## config.mk

```make
export PLATFORM = sky130hd
export DESIGN_NAME = coh_ctrl_rr
export DESIGN_NICKNAME = d
export VERILOG_FILES = /design/src/rtl/coh_ctrl_rr.sv
export SDC_FILE = /design/constraint.sdc
export NUM_CORES = 1
export LEC_CHECK = 0
export CAP_MARGIN = 5
export CORE_AREA = 2 2 355 357
export DETAILED_ROUTE_END_ITERATION = 10
export DIE_AREA = 0 0 357 359
export PLACE_DENSITY = 0.3
export SYNTH_ARGS = -nofsm -noshare
export SYNTH_HDL_FRONTEND = slang
export SYNTH_SLANG_ARGS = --single-unit
```

## constraint.sdc

```tcl
create_clock -name CLK -period 4.35 [get_ports CLK]
set_input_delay 0.6525 -clock CLK [delete_from_list [all_inputs] [get_ports CLK]]
set_output_delay 0.6525 -clock CLK [all_outputs]
set_load 0.01 [all_outputs]
```

## src/rtl/coh_ctrl_rr.sv

```systemverilog
// Bus-snooping coherence controller and single-port RAM arbiter for CPUS cores.
// Coherence beats writeback beats ifetch; each class is round-robin; block moves are WORDS long.
module coh_ctrl_rr #(
   parameter int unsigned CPUS  = 4,
   parameter int unsigned AW    = 32,
   parameter int unsigned DW    = 32,
   parameter int unsigned WORDS = 2
) (
   input  logic                CLK,
   input  logic                nRST,
   input  logic [CPUS-1:0]     iREN,
   input  logic [CPUS*AW-1:0]  iaddr,
   output logic [CPUS-1:0]     iwait,
   output logic [CPUS*DW-1:0]  iload,
   input  logic [CPUS-1:0]     dREN,
   input  logic [CPUS-1:0]     dWEN,
   input  logic [CPUS*AW-1:0]  daddr,
   input  logic [CPUS*DW-1:0]  dstore,
   output logic [CPUS-1:0]     dwait,
   output logic [CPUS*DW-1:0]  dload,
   input  logic [CPUS-1:0]     cctrans,
   input  logic [CPUS-1:0]     ccwrite,
   output logic [CPUS-1:0]     ccwait,
   output logic [CPUS-1:0]     ccinv,
   output logic [CPUS*AW-1:0]  ccsnoopaddr,
   output logic                ramREN,
   output logic                ramWEN,
   output logic [AW-1:0]       ramaddr,
   output logic [DW-1:0]       ramstore,
   input  logic [DW-1:0]       ramload,
   input  logic [1:0]          ramstate
);

   localparam int unsigned IW = (CPUS > 1) ? $clog2(CPUS) : 1;
   localparam int unsigned CW = (WORDS > 1) ? $clog2(WORDS) : 1;
   localparam logic [1:0]    RAM_ACCESS = 2'd2;
   localparam logic [IW-1:0] PTR_RST    = IW'(CPUS - 1);
   localparam logic [CW-1:0] CNT_LAST   = CW'(WORDS - 1);

   typedef enum logic [2:0] {IDLE, SNOOP, RESP, C2C, RAMRD} state_e;

   state_e        state_q, state_d;
   logic [IW-1:0] req_q, req_d;
   logic [IW-1:0] sup_q, sup_d;
   logic [CW-1:0] cnt_q, cnt_d;
   logic [IW-1:0] ptr_coh_q, ptr_coh_d;
   logic [IW-1:0] ptr_wb_q, ptr_wb_d;
   logic [IW-1:0] ptr_if_q, ptr_if_d;

   logic [AW-1:0] iaddr_a  [CPUS];
   logic [AW-1:0] daddr_a  [CPUS];
   logic [DW-1:0] dstore_a [CPUS];
   logic [DW-1:0] iload_a  [CPUS];
   logic [DW-1:0] dload_a  [CPUS];
   logic [AW-1:0] snaddr_a [CPUS];

   logic            access;
   logic [IW-1:0]   coh_win, wb_win, if_win, sup_pick;
   logic [CPUS-1:0] req_oh, sup_cand;
   logic            sup_found;

   // Fills always go through the coherence path, so dREN carries no extra information.
   logic unused_dren;
   assign unused_dren = ^dREN;

   for (genvar k = 0; k < CPUS; k++) begin : g_bus
      assign iaddr_a[k]                  = iaddr[k*AW +: AW];
      assign daddr_a[k]                  = daddr[k*AW +: AW];
      assign dstore_a[k]                 = dstore[k*DW +: DW];
      assign iload[k*DW +: DW]           = iload_a[k];
      assign dload[k*DW +: DW]           = dload_a[k];
      assign ccsnoopaddr[k*AW +: AW]     = snaddr_a[k];
   end

   // First set bit of req found searching upward from ptr+1, wrapping modulo CPUS.
   function automatic logic [IW-1:0] rr_pick(input logic [CPUS-1:0] req,
                                             input logic [IW-1:0]   ptr);
      logic [IW-1:0] pick;
      logic          found;
      int unsigned   idx;
      pick  = '0;
      found = 1'b0;
      for (int unsigned k = 1; k <= CPUS; k++) begin
         idx = (32'(ptr) + k) % CPUS;
         if (!found && req[IW'(idx)]) begin
            pick  = IW'(idx);
            found = 1'b1;
         end
      end
      return pick;
   endfunction

   assign access    = (ramstate == RAM_ACCESS);
   assign coh_win   = rr_pick(cctrans, ptr_coh_q);
   assign wb_win    = rr_pick(dWEN, ptr_wb_q);
   assign if_win    = rr_pick(iREN, ptr_if_q);
   assign req_oh    = CPUS'(1) << req_q;
   assign sup_cand  = ccwrite & ~req_oh;
   assign sup_found = |sup_cand;
   assign sup_pick  = rr_pick(sup_cand, req_q);

   always_comb begin
      state_d   = state_q;
      req_d     = req_q;
      sup_d     = sup_q;
      cnt_d     = cnt_q;
      ptr_coh_d = ptr_coh_q;
      ptr_wb_d  = ptr_wb_q;
      ptr_if_d  = ptr_if_q;
      iwait     = '1;
      dwait     = '1;
      ccwait    = '0;
      ccinv     = '0;
      ramREN    = 1'b0;
      ramWEN    = 1'b0;
      ramaddr   = '0;
      ramstore  = '0;
      for (int unsigned k = 0; k < CPUS; k++) begin
         iload_a[k]  = '0;
         dload_a[k]  = '0;
         snaddr_a[k] = '0;
      end

      case (state_q)
         IDLE: begin
            if (|cctrans) begin
               req_d     = coh_win;
               ptr_coh_d = coh_win;
               state_d   = SNOOP;
            end else if (|dWEN) begin
               ramWEN   = 1'b1;
               ramaddr  = daddr_a[wb_win];
               ramstore = dstore_a[wb_win];
               if (access) begin
                  dwait[wb_win] = 1'b0;
                  ptr_wb_d      = wb_win;
               end
            end else if (|iREN) begin
               ramREN           = 1'b1;
               ramaddr          = iaddr_a[if_win];
               iload_a[if_win]  = ramload;
               if (access) begin
                  iwait[if_win] = 1'b0;
                  ptr_if_d      = if_win;
               end
            end
         end

         default: begin
            // A requester that withdraws abandons the block; nothing is driven this cycle.
            if (!cctrans[req_q]) begin
               state_d = IDLE;
               cnt_d   = '0;
            end else begin
               ccwait = ~req_oh;
               ccinv  = ccwrite[req_q] ? ~req_oh : '0;
               for (int unsigned k = 0; k < CPUS; k++) begin
                  if (IW'(k) != req_q) snaddr_a[k] = daddr_a[req_q];
               end

               case (state_q)
                  SNOOP: state_d = RESP;
                  RESP: begin
                     sup_d   = sup_pick;
                     cnt_d   = '0;
                     state_d = sup_found ? C2C : RAMRD;
                  end
                  C2C: begin
                     ramWEN         = 1'b1;
                     ramaddr        = daddr_a[sup_q];
                     ramstore       = dstore_a[sup_q];
                     dload_a[req_q] = dstore_a[sup_q];
                     if (access) begin
                        dwait[req_q] = 1'b0;
                        dwait[sup_q] = 1'b0;
                     end
                  end
                  RAMRD: begin
                     ramREN         = 1'b1;
                     ramaddr        = daddr_a[req_q];
                     dload_a[req_q] = ramload;
                     if (access) dwait[req_q] = 1'b0;
                  end
                  default: ;
               endcase

               if ((state_q == C2C || state_q == RAMRD) && access) begin
                  if (cnt_q == CNT_LAST) begin
                     state_d = IDLE;
                     cnt_d   = '0;
                  end else begin
                     cnt_d = cnt_q + CW'(1);
                  end
               end
            end
         end
      endcase
   end

   always_ff @(posedge CLK or negedge nRST) begin
      if (!nRST) begin
         state_q   <= IDLE;
         req_q     <= '0;
         sup_q     <= '0;
         cnt_q     <= '0;
         ptr_coh_q <= PTR_RST;
         ptr_wb_q  <= PTR_RST;
         ptr_if_q  <= PTR_RST;
      end else begin
         state_q   <= state_d;
         req_q     <= req_d;
         sup_q     <= sup_d;
         cnt_q     <= cnt_d;
         ptr_coh_q <= ptr_coh_d;
         ptr_wb_q  <= ptr_wb_d;
         ptr_if_q  <= ptr_if_d;
      end
   end

endmodule
```

Yosys cells after proc, flatten, opt, wreduce, memory -nomap -nowiden
Cells that the tools add are included.

storage, ports and cells
  register bits = 14
  input port bits = 440
  output and inout port bits = 466
  logic and storage cells = 283

cells by class
  add/sub/neg operators = 17
  magnitude comparators = 30
  equality and inequality tests = 10
  shifts and indexed selects = 1
  muxes and demuxes = 158
  bitwise logic cells = 17
  reduce and logical (&&, ||, !) cells = 43

operator list
  operator             count
  $mux 128             8
  $mux 32              28
  $and 128x128->128    3
  $bmux 32 s2          6
  $pmux 128 s2         1
  $demux 32 s2         2
  $mux 4               17
  $pmux 32 s2          1
  $lt 2x3->1 const B   20
  $mux 1               49
  $bmux 1 s2           18
  $mux 2               16
  $not 4->4            5
  $logic_and 1x1->1    19
  $mux 3               6
  $add 2x1->2 const B  8
  $add 2x2->2 const B  8
  $reduce_or 4->1      4
  $ge 3x3->1 const B   4
  $logic_not 1->1      12
  $not 2->3            4
  $and 4x4->4          2
  $demux 1 s2          4
  $ge 2x1->1 const B   4
  other kinds (21)     27

Depth between registers and ports, before layout
Gate-level depths: netlist of the first run.

  depth in word-level cells = 23
  depth in mapped cells = 10
  gate-level depth less buffers = 8

Worst setup path before layout of the first run
OpenSTA, ideal clock, no wires.

  kind = input to output
  start point = input port iREN[1]
  end point = output port ramaddr[10]
  arrival time = 2.225 ns
  slack = 1.473 ns
  stages = 7
  cells stage by stage = nor2b_1 -> a21oi_1 -> o221a_1 -> buf_2 -> clkbuf_1 -> mux2_2 -> a221o_1

between the ends
  cells in the longest elaborated chain, start to end = 20
  elaborated cells on any way between the ends = 30

RTL lines
  item                                        RTL line  text
  start: declaration                          11        input logic [CPUS-1:0] iREN,
  $bmux 1 s2                                  85        if (!found && req[IW'(idx)]) begin
  $mux 1 (implied by the code)                85
  $mux 1                                      85
  $logic_not 1->1                             85
  $logic_and 1x1->1                           85
  $mux 1                                      85
  $logic_not 1->1                             85
  $logic_and 1x1->1                           85
  (+3 left out)                               n/a
  $mux 2                                      85
  $not 2->3 (implied by the code)             140       ramaddr = iaddr_a[if_win];
  $bmux 32 s2                                 140
  $mux 32 (implied by the code) (2 in a row)  140
  $mux 32 (*)                                 138       end else if (|iREN) begin
  $mux 32 (*)                                 130       end else if (|dWEN) begin
  $mux 32 (*)                                 126       if (|cctrans) begin
  $mux 32 (*)                                 124       case (state_q)
  end: declaration                            28        output logic [AW-1:0] ramaddr,

Every way passes the cells marked *; elsewhere a longest branch is shown, timed or not. The select of a mux whose other input is x is not followed.

Final worst setup path of the first run
  start point = input port dWEN[3]
  end point = output port ramaddr[28]

between the ends
  cells in the longest elaborated chain, start to end = 19
  elaborated cells on any way between the ends = 29

RTL lines
  item                                        RTL line  text
  start: declaration                          16        input logic [CPUS-1:0] dWEN,
  $bmux 1 s2                                  85
  $mux 1 (implied by the code)                85
  $mux 1                                      85
  $logic_not 1->1                             85
  $logic_and 1x1->1                           85
  $mux 1                                      85
  $logic_not 1->1                             85
  $logic_and 1x1->1                           85
  (+2 left out)                               n/a
  $logic_and 1x1->1                           85
  $mux 2                                      85
  $not 2->3 (implied by the code)             132       ramaddr = daddr_a[wb_win];
  $bmux 32 s2                                 132
  $mux 32 (implied by the code) (2 in a row)  132
  $mux 32 (*)                                 130
  $mux 32 (*)                                 126
  $mux 32 (*)                                 124

Marks and branches as above.

==> out/qor.csv, run 1 <==
metric,value,unit
CTS tree,done,
Post-DRT Antenna Nets,0,
"EDFF count, synth",0,
arrival time at the worst endpoint,3.50,ns
CTS Buffer Depth,2,
max frequency,241,MHz
largest net degree at the start of global routing,45,
P&R area growth vs syn,123,%
routed len/inst,26.0,um
endpoints failing setup,0,
DR DRC count,0,
Final Max Tran Viols,0,
FP Rows,130,
crit path kind,input pin to output pin,
most used cell along the critical path,clkdlybuf4s50_1,
TritonCTS Buffers,3,
vias in the first global route,14100,
Root Buffer Master,clkbuf_16,
iteration-0 DRC count of the detailed router,761,
hold-fix buffers at CTS,0,
Ys Warns,0,
max incr delay on CP,0.65,ns
sequential fraction of the synthesis area,3.76,%
Worst EP required,3.70,ns
CP max-delay cell,mux4_2,
GRT Overall Usage,13.9,%
drt pass-1 iters,5,
Worst setup EP type,output pin,
final worst-path cycle share,95.5,%
number of H-tree levels,1,
Post-Syn Nets,1559,
min Tclk post-route,4.15,ns
crit path cell chain,clkdlybuf4s50_1 -> nand2_1 -> a21o_1 -> o221ai_4 -> buf_12 -> mux4_2 -> a221o_1 -> clkdlybuf4s50_1,
worst setup margin,0.197,ns
routability cong.,0.816,
pwr/cell area,414,nW/um^2
hpwl dp,79800,um
maximum vdd drop,0.243,mV
Bufs and invs on worst path,3,
crit start category,input pin,
Post-Synthesis Cells,1115,
core area,125000,um^2
Max Cap Viol,0,
Vias,13500,
initial antenna violation count,10,
fraction of registers with async set/reset,100,%
fin util,17.0,%
Setup Skew,0.000952,ns
clock latency on the worst-skew pair,0.25,ns
first-pass GRT wire length,125000,um
setup_tns,0,ns
layout cell share with drive strength beyond 1,17.0,%
clk slew on worst S/H paths,0.05,ns
Post-CTS Setup Bufs,0,
PortBufs,901,
CP startpoint,dWEN[3],
placed inst area,21100,um^2
Layout Nets,2414,
Worst Hold Class,register to register,
area of the mapped netlist,9520,um^2
die area,128000,um^2
Initial Util,7.64,%
pre-CTS WS,0.167,ns
Die H,359,um
hold_sp,cnt_q,
Mapped Avg Cell Area,8.53,um^2
die width,357,um
Routed WL,94200,um
Final Instance Area,21200,um^2
R2R Path Start,req_q[0],
Synth cell types,58,
Worst-Margin Slew,0.826,ns
slew margin rel.,43.4,%
I/O pins,906,
#FFs+latches synth,14,
worst-path maximum fanout,20,
"Hold Vio Cnt, Final",0,
post-CTS resize count,0,
outcome,"finished, final reports clean",
Fillers,13900,
RSZ-0062 raised after global routing,no,
Synth Flop Type,dfrtp_1,
"CP delay by family, top",buffers and inverters,
Sink Count,14,
GRT overflow,0,
Lkg Pwr,7.18,nW
vias per cell,3.71,
## area by class of cell
type / instances / area, um^2 / area share, %
multi-input combinational: 965 / 8650 / 40.8
inverter: 11 / 41.3 / 0.195
tap: 1650 / 2060 / 9.73
timing repair buffer: 975 / 9990 / 47.1
sequential: 14 / 370 / 1.75
antenna: 8 / 20.0 / 0.0944
clock buffer: 4 / 78.8 / 0.372
## cell usage in the layout (no fill, tap or decap), types with 3 or more instances in the layout
| cell | netlist | final |
|---|---|---|
| ha_1 | 4 | 4 |
| mux2_2 | 32 | 32 |
| clkdlybuf4s50_1 | 0 | 878 |
| dfrtp_4 | 0 | 3 |
| nand2b_1 | 9 | 8 |
| nand2_1 | 52 | 44 |
| dfrtp_1 | 8 | 4 |
| o21a_1 | 3 | 3 |
| buf_4 | 4 | 59 |
| buf_12 | 0 | 38 |
| mux2i_1 | 67 | 67 |
| nor2b_1 | 8 | 8 |
| a21oi_1 | 16 | 15 |
| clkbuf_16 | 0 | 3 |
| mux4_2 | 162 | 162 |
| a221o_1 | 33 | 33 |
| nor3_1 | 10 | 9 |
| nor2_4 | 0 | 3 |
| nand3_1 | 4 | 4 |
| a22oi_1 | 33 | 33 |
| a21o_1 | 3 | 3 |
| inv_1 | 10 | 10 |
| o22ai_1 | 32 | 32 |
| o21ai_0 | 12 | 12 |
| nor2_2 | 1 | 4 |
| diode_2 | 0 | 8 |
| and2_1 | 129 | 128 |
| nor2_1 | 286 | 280 |
| a31oi_1 | 4 | 4 |
| nand2_2 | 0 | 7 |
| a22o_1 | 32 | 32 |
| dfstp_2 | 6 | 6 |
## stage by stage
| step | hold WS, ns | std cells | power, mW |
|---|---|---|---|
| 6_report | 0.492 | 3627 | 8.78 |
| 3_5_place_dp | 0.480 | 3615 | 8.73 |
| 5_1_grt | 0.500 | 3622 | 9.35 |
| 4_1_cts | 0.490 | 3619 | 8.96 |
| 3_3_place_gp | 0.481 | 3615 | 8.73 |
| 2_1_floorplan | 0.357 | 1115 | 4.31 |
## cell families (layout without fill, tap and decap cells)
family	after synthesis	count (layout)	synth area share [%]
buf+inv	136	990	6.42
mux	261	261	49.2
flops	14	14	3.76
fa+ha+maj	4	4	0.526
compound gates	189	189	15.4
other cells	0	8	0
simple gates	511	511	24.7
## synthesized netlist by cell type, drive strengths merged (6+ instances only)
| cell | count | area, um^2 |
|---|---|---|
| a22o | 32 | 280 |
| o22ai | 32 | 200 |
| mux2i | 67 | 671 |
| nor2 | 287 | 1080 |
| nand2b | 9 | 56.3 |
| dfstp | 6 | 158 |
| a21oi | 16 | 80.1 |
| a22oi | 33 | 248 |
| nand2 | 52 | 195 |
| nor3 | 11 | 60.1 |
| a221o | 33 | 330 |
| clkbuf | 66 | 248 |
| o21ai | 15 | 78.8 |
| mux4 | 162 | 3650 |
| buf | 59 | 322 |
| and2 | 129 | 807 |
| inv | 11 | 41.3 |
| dfrtp | 8 | 200 |
| nor2b | 8 | 50.1 |
| mux2 | 32 | 360 |
## metal layers
metal	up-vias	GRT usage, %	part of all wire, %
met5	-	0	0.056
met4	8	1.10	0.52
met3	29	3.28	7.4
met2	637	27.1	54
met1	6841	15.5	38
li1	5948	-	-
## worst register-to-register path, delay by kind of cell, from the launching register on
family / cells / cell delay (ns)
DFF: 1 / 0.79
buffers and inverters: 2 / 0.47
AOI/OAI and AO/OA: 4 / 0.72
and+or+nand+nor: 2 / 0.37
adders and majority gates: 1 / 0.40
## state kept, by name (all words and copies together) (netlist names)
register   cells
req_q          2
cnt_q          1
ptr_if_q       2
ptr_coh_q      2
state_q        3
ptr_wb_q       2
sup_q          2
## worst paths after layout
path	to	slack [ns]	depth (start not counted)
setup / recovery	ramaddr[28]	0.20	8
hold / removal	state_q[2]	0.49	1
setup reg to reg	sup_q[0]	1.49	9
hold reg to reg	state_q[2]	0.49	1
max in group asynchronous	sup_q[1]	2.95	1
min in group asynchronous	state_q[2]	0.85	1
## power by group
part	switching, mW	internal, mW
Combinational	4.20	4.00
Clock	0.0588	0.124
Sequential	0.206	0.200
(Power assumes the default switching activity.)
==> run 2, diff against run 1 <==
Settings changed: ABC_CLOCK_PERIOD_IN_PS from default to 4350, SLEW_MARGIN from default to 20.
==> results of run 2 <==
Final layout, timing and power as in run 1 (identical DEF).
==> run 3, diff against run 2 <==
Settings changed: SETUP_SLACK_MARGIN from default to 0.15.
==> run 3 against run 2 <==
Effect of this change:
- worst hold slack got worse by 0.00063 ns
- sequential power barely moved
- die area did not move
- sequential cell count is the same
- routed wire length grew 0.69%
- clock skew hardly changed
- total power is 0.66% higher
- first-iteration DRC count grew 0.92%
- register-to-register slack lost 0.04 ns
- largest cell class unchanged
- largest power group unchanged
- highest routed layer unchanged
==> out/qor.csv, run 3 (same netlist as run 1, synthesis figures left out) <==
metric,value,unit,change
final worst-path cycle share,95.4,%,about the same
die area,128000,um^2,unchanged
Setup Skew,0.000954,ns,+0.00000247 ns
crit start category,input pin,,
vias per cell,3.73,,+0.51%
layout cell share with drive strength beyond 1,17.1,%,+0.13 points
routed len/inst,26.1,um,+0.60%
Worst setup EP type,output pin,,
Die H,359,um,unchanged
worst-path maximum fanout,5,,-75%
combinational share of power,93.3,%,about the same
outcome,"finished, final reports clean",,
core area,125000,um^2,unchanged
die width,357,um,unchanged
number of H-tree levels,1,,unchanged
largest register by flop count,state_q,,
CP max-delay cell,mux4_2,,
Initial Util,7.64,%,unchanged
hpwl dp,79800,um,unchanged
endpoints failing setup,0,,unchanged
P&R area growth vs syn,124,%,
Max Cap Viol,0,,unchanged
Net Switching,4.49,mW,+0.75%
met3 wire len,7010,um,+0.97%
GRT overflow,0,,unchanged
GRT Overall Usage,13.9,%,unchanged
drt pass-1 iters,5,,unchanged
max incr delay on CP,0.62,ns,-0.03 ns
clock latency on the worst-skew pair,0.25,ns,about the same
Post-DRT Antenna Nets,0,,unchanged
first-pass GRT wire length,125000,um,unchanged
max reg flops,3,,unchanged
RSZ-0062 raised after global routing,yes,,
Layout Nets,2417,,+0.12%
worst hold path stage count,1,,unchanged
Seq pwr share,4.6,%,about the same
slew margin rel.,40.3,%,-3.1 points
Worst-Margin Slew,0.870,ns,+0.0446 ns
iteration-0 DRC count of the detailed router,768,,+0.92%
max frequency,241,MHz,about the same
setup_tns,0,ns,unchanged
PortBufs,901,,unchanged
arrival time at the worst endpoint,3.50,ns,about the same
clock power share,2.1,%,about the same
FP Rows,130,,unchanged
highest routed layer,met5,,
Worst EP required,3.70,ns,about the same
CTS Buffer Depth,2,,unchanged
CTS tree,done,,
TritonCTS Buffers,3,,unchanged
Lkg Pwr,7.45,nW,+3.8%
"commonest non-fill, non-tap cells in the layout","clkdlybuf4s50_1, nor2_1, mux4_2",,
DR DRC count,0,,unchanged
clk slew on worst S/H paths,0.05,ns,about the same
hold-fix buffers at CTS,0,,unchanged
Final Max Tran Viols,0,,unchanged
Vias,13500,,+0.59%
Root Buffer Master,clkbuf_16,,
Routed WL,94800,um,+0.69%
largest net degree at the start of global routing,45,,unchanged
min Tclk post-route,4.15,ns,-0.00262 ns
P_int,4.35,mW,+0.57%
I/O pins,906,,unchanged
switching portion of total power,50.8,%,about the same
initial antenna violation count,10,,unchanged
reg2reg path depth,8,,-1
Metal-1 WL,35500,um,+0.35%
"most common cell after layout, fill and taps aside",clkdlybuf4s50_1,,
Sink Count,14,,unchanged
crit path kind,input pin to output pin,,
met2 wire len,51400,um,+0.25%
crit path cell chain,clkdlybuf4s50_1 -> inv_2 -> nand2_1 -> a21o_1 -> o221ai_4 -> buf_12 -> buf_12 -> mux4_2 -> a221o_1 -> clkdlybuf4s50_1,,
routability cong.,0.816,,unchanged
fin util,17.1,%,+0.094 points
maximum vdd drop,0.242,mV,-0.29%
Worst Hold Class,register to register,,
r2r setup slk,1.45,ns,-0.04 ns
pwr/cell area,414,nW/um^2,+0.11%
"Hold Vio Cnt, Final",0,,unchanged
vias in the first global route,14100,,unchanged
==> run 3: metal layers <==
layer,vias to the layer above,GRT usage (%)
met4,8,1.10
met1,6873,15.5
met5,-,0
met2,668,27.1
li1,5959,-
met3,35,3.28
==> run 3: worst paths after layout <==
| check | startpoint | endpoint |
|---|---|---|
| max | dWEN[2] | ramaddr[28] |
| max in group asynchronous | nRST | sup_q[0] |
| min reg2reg | cnt_q | state_q[2] |
| min in group asynchronous | nRST | state_q[2] |
| max reg2reg | req_q[0] | sup_q[0] |
| min | cnt_q | state_q[2] |
==> run 3: repair_timing <==
item,CTS,global route
setup buffers,0,1
endpoints found under the setup margin,0,49
resized for setup,0,16
==> run 3: critical path, delay by kind of cell <==
family          cells  cell delay (ns)
compound gates      3             0.68
simple gates        1             0.10
buf+inv             5             1.41
mux                 1             0.62
==> run 3: power groups by stage <==
| stage | combinational (mW) | sequential [mW] | clock [mW] |
|---|---|---|---|
| floorplan | 4.09 | 0.220 | 0 |
| global placement | 8.32 | 0.411 | 0 |
| detailed placement | 8.32 | 0.413 | 0 |
| CTS | 8.36 | 0.411 | 0.187 |
| global route | 8.78 | 0.425 | 0.193 |
| finish | 8.25 | 0.406 | 0.183 |
==> run 3: final cells by class <==
| class | count | area [um^2] |
|---|---|---|
| antenna | 8 | 20.0 |
| clock buffer | 4 | 78.8 |
| fill | 13900 | 103000 |
| inverter | 11 | 41.3 |
| multi-input combinational | 965 | 8660 |
| sequential | 14 | 370 |
| tap | 1650 | 2060 |
| timing repair buffer | 978 | 10100 |
==> run 3: metrics by stage <==
step / setup WS [ns] / instance area (um^2) / hold slack (ns) / power [mW] / cells
CTS: 0.163 / 21200 / 0.490 / 8.96 / 3619
global placement: 0.144 / 21100 / 0.481 / 8.73 / 3615
detailed placement: 0.167 / 21100 / 0.480 / 8.73 / 3615
floorplan: 1.47 / 9520 / 0.357 / 4.31 / 1115
global route: 0.131 / 21300 / 0.500 / 9.40 / 3625
finish: 0.200 / 21300 / 0.491 / 8.84 / 3630
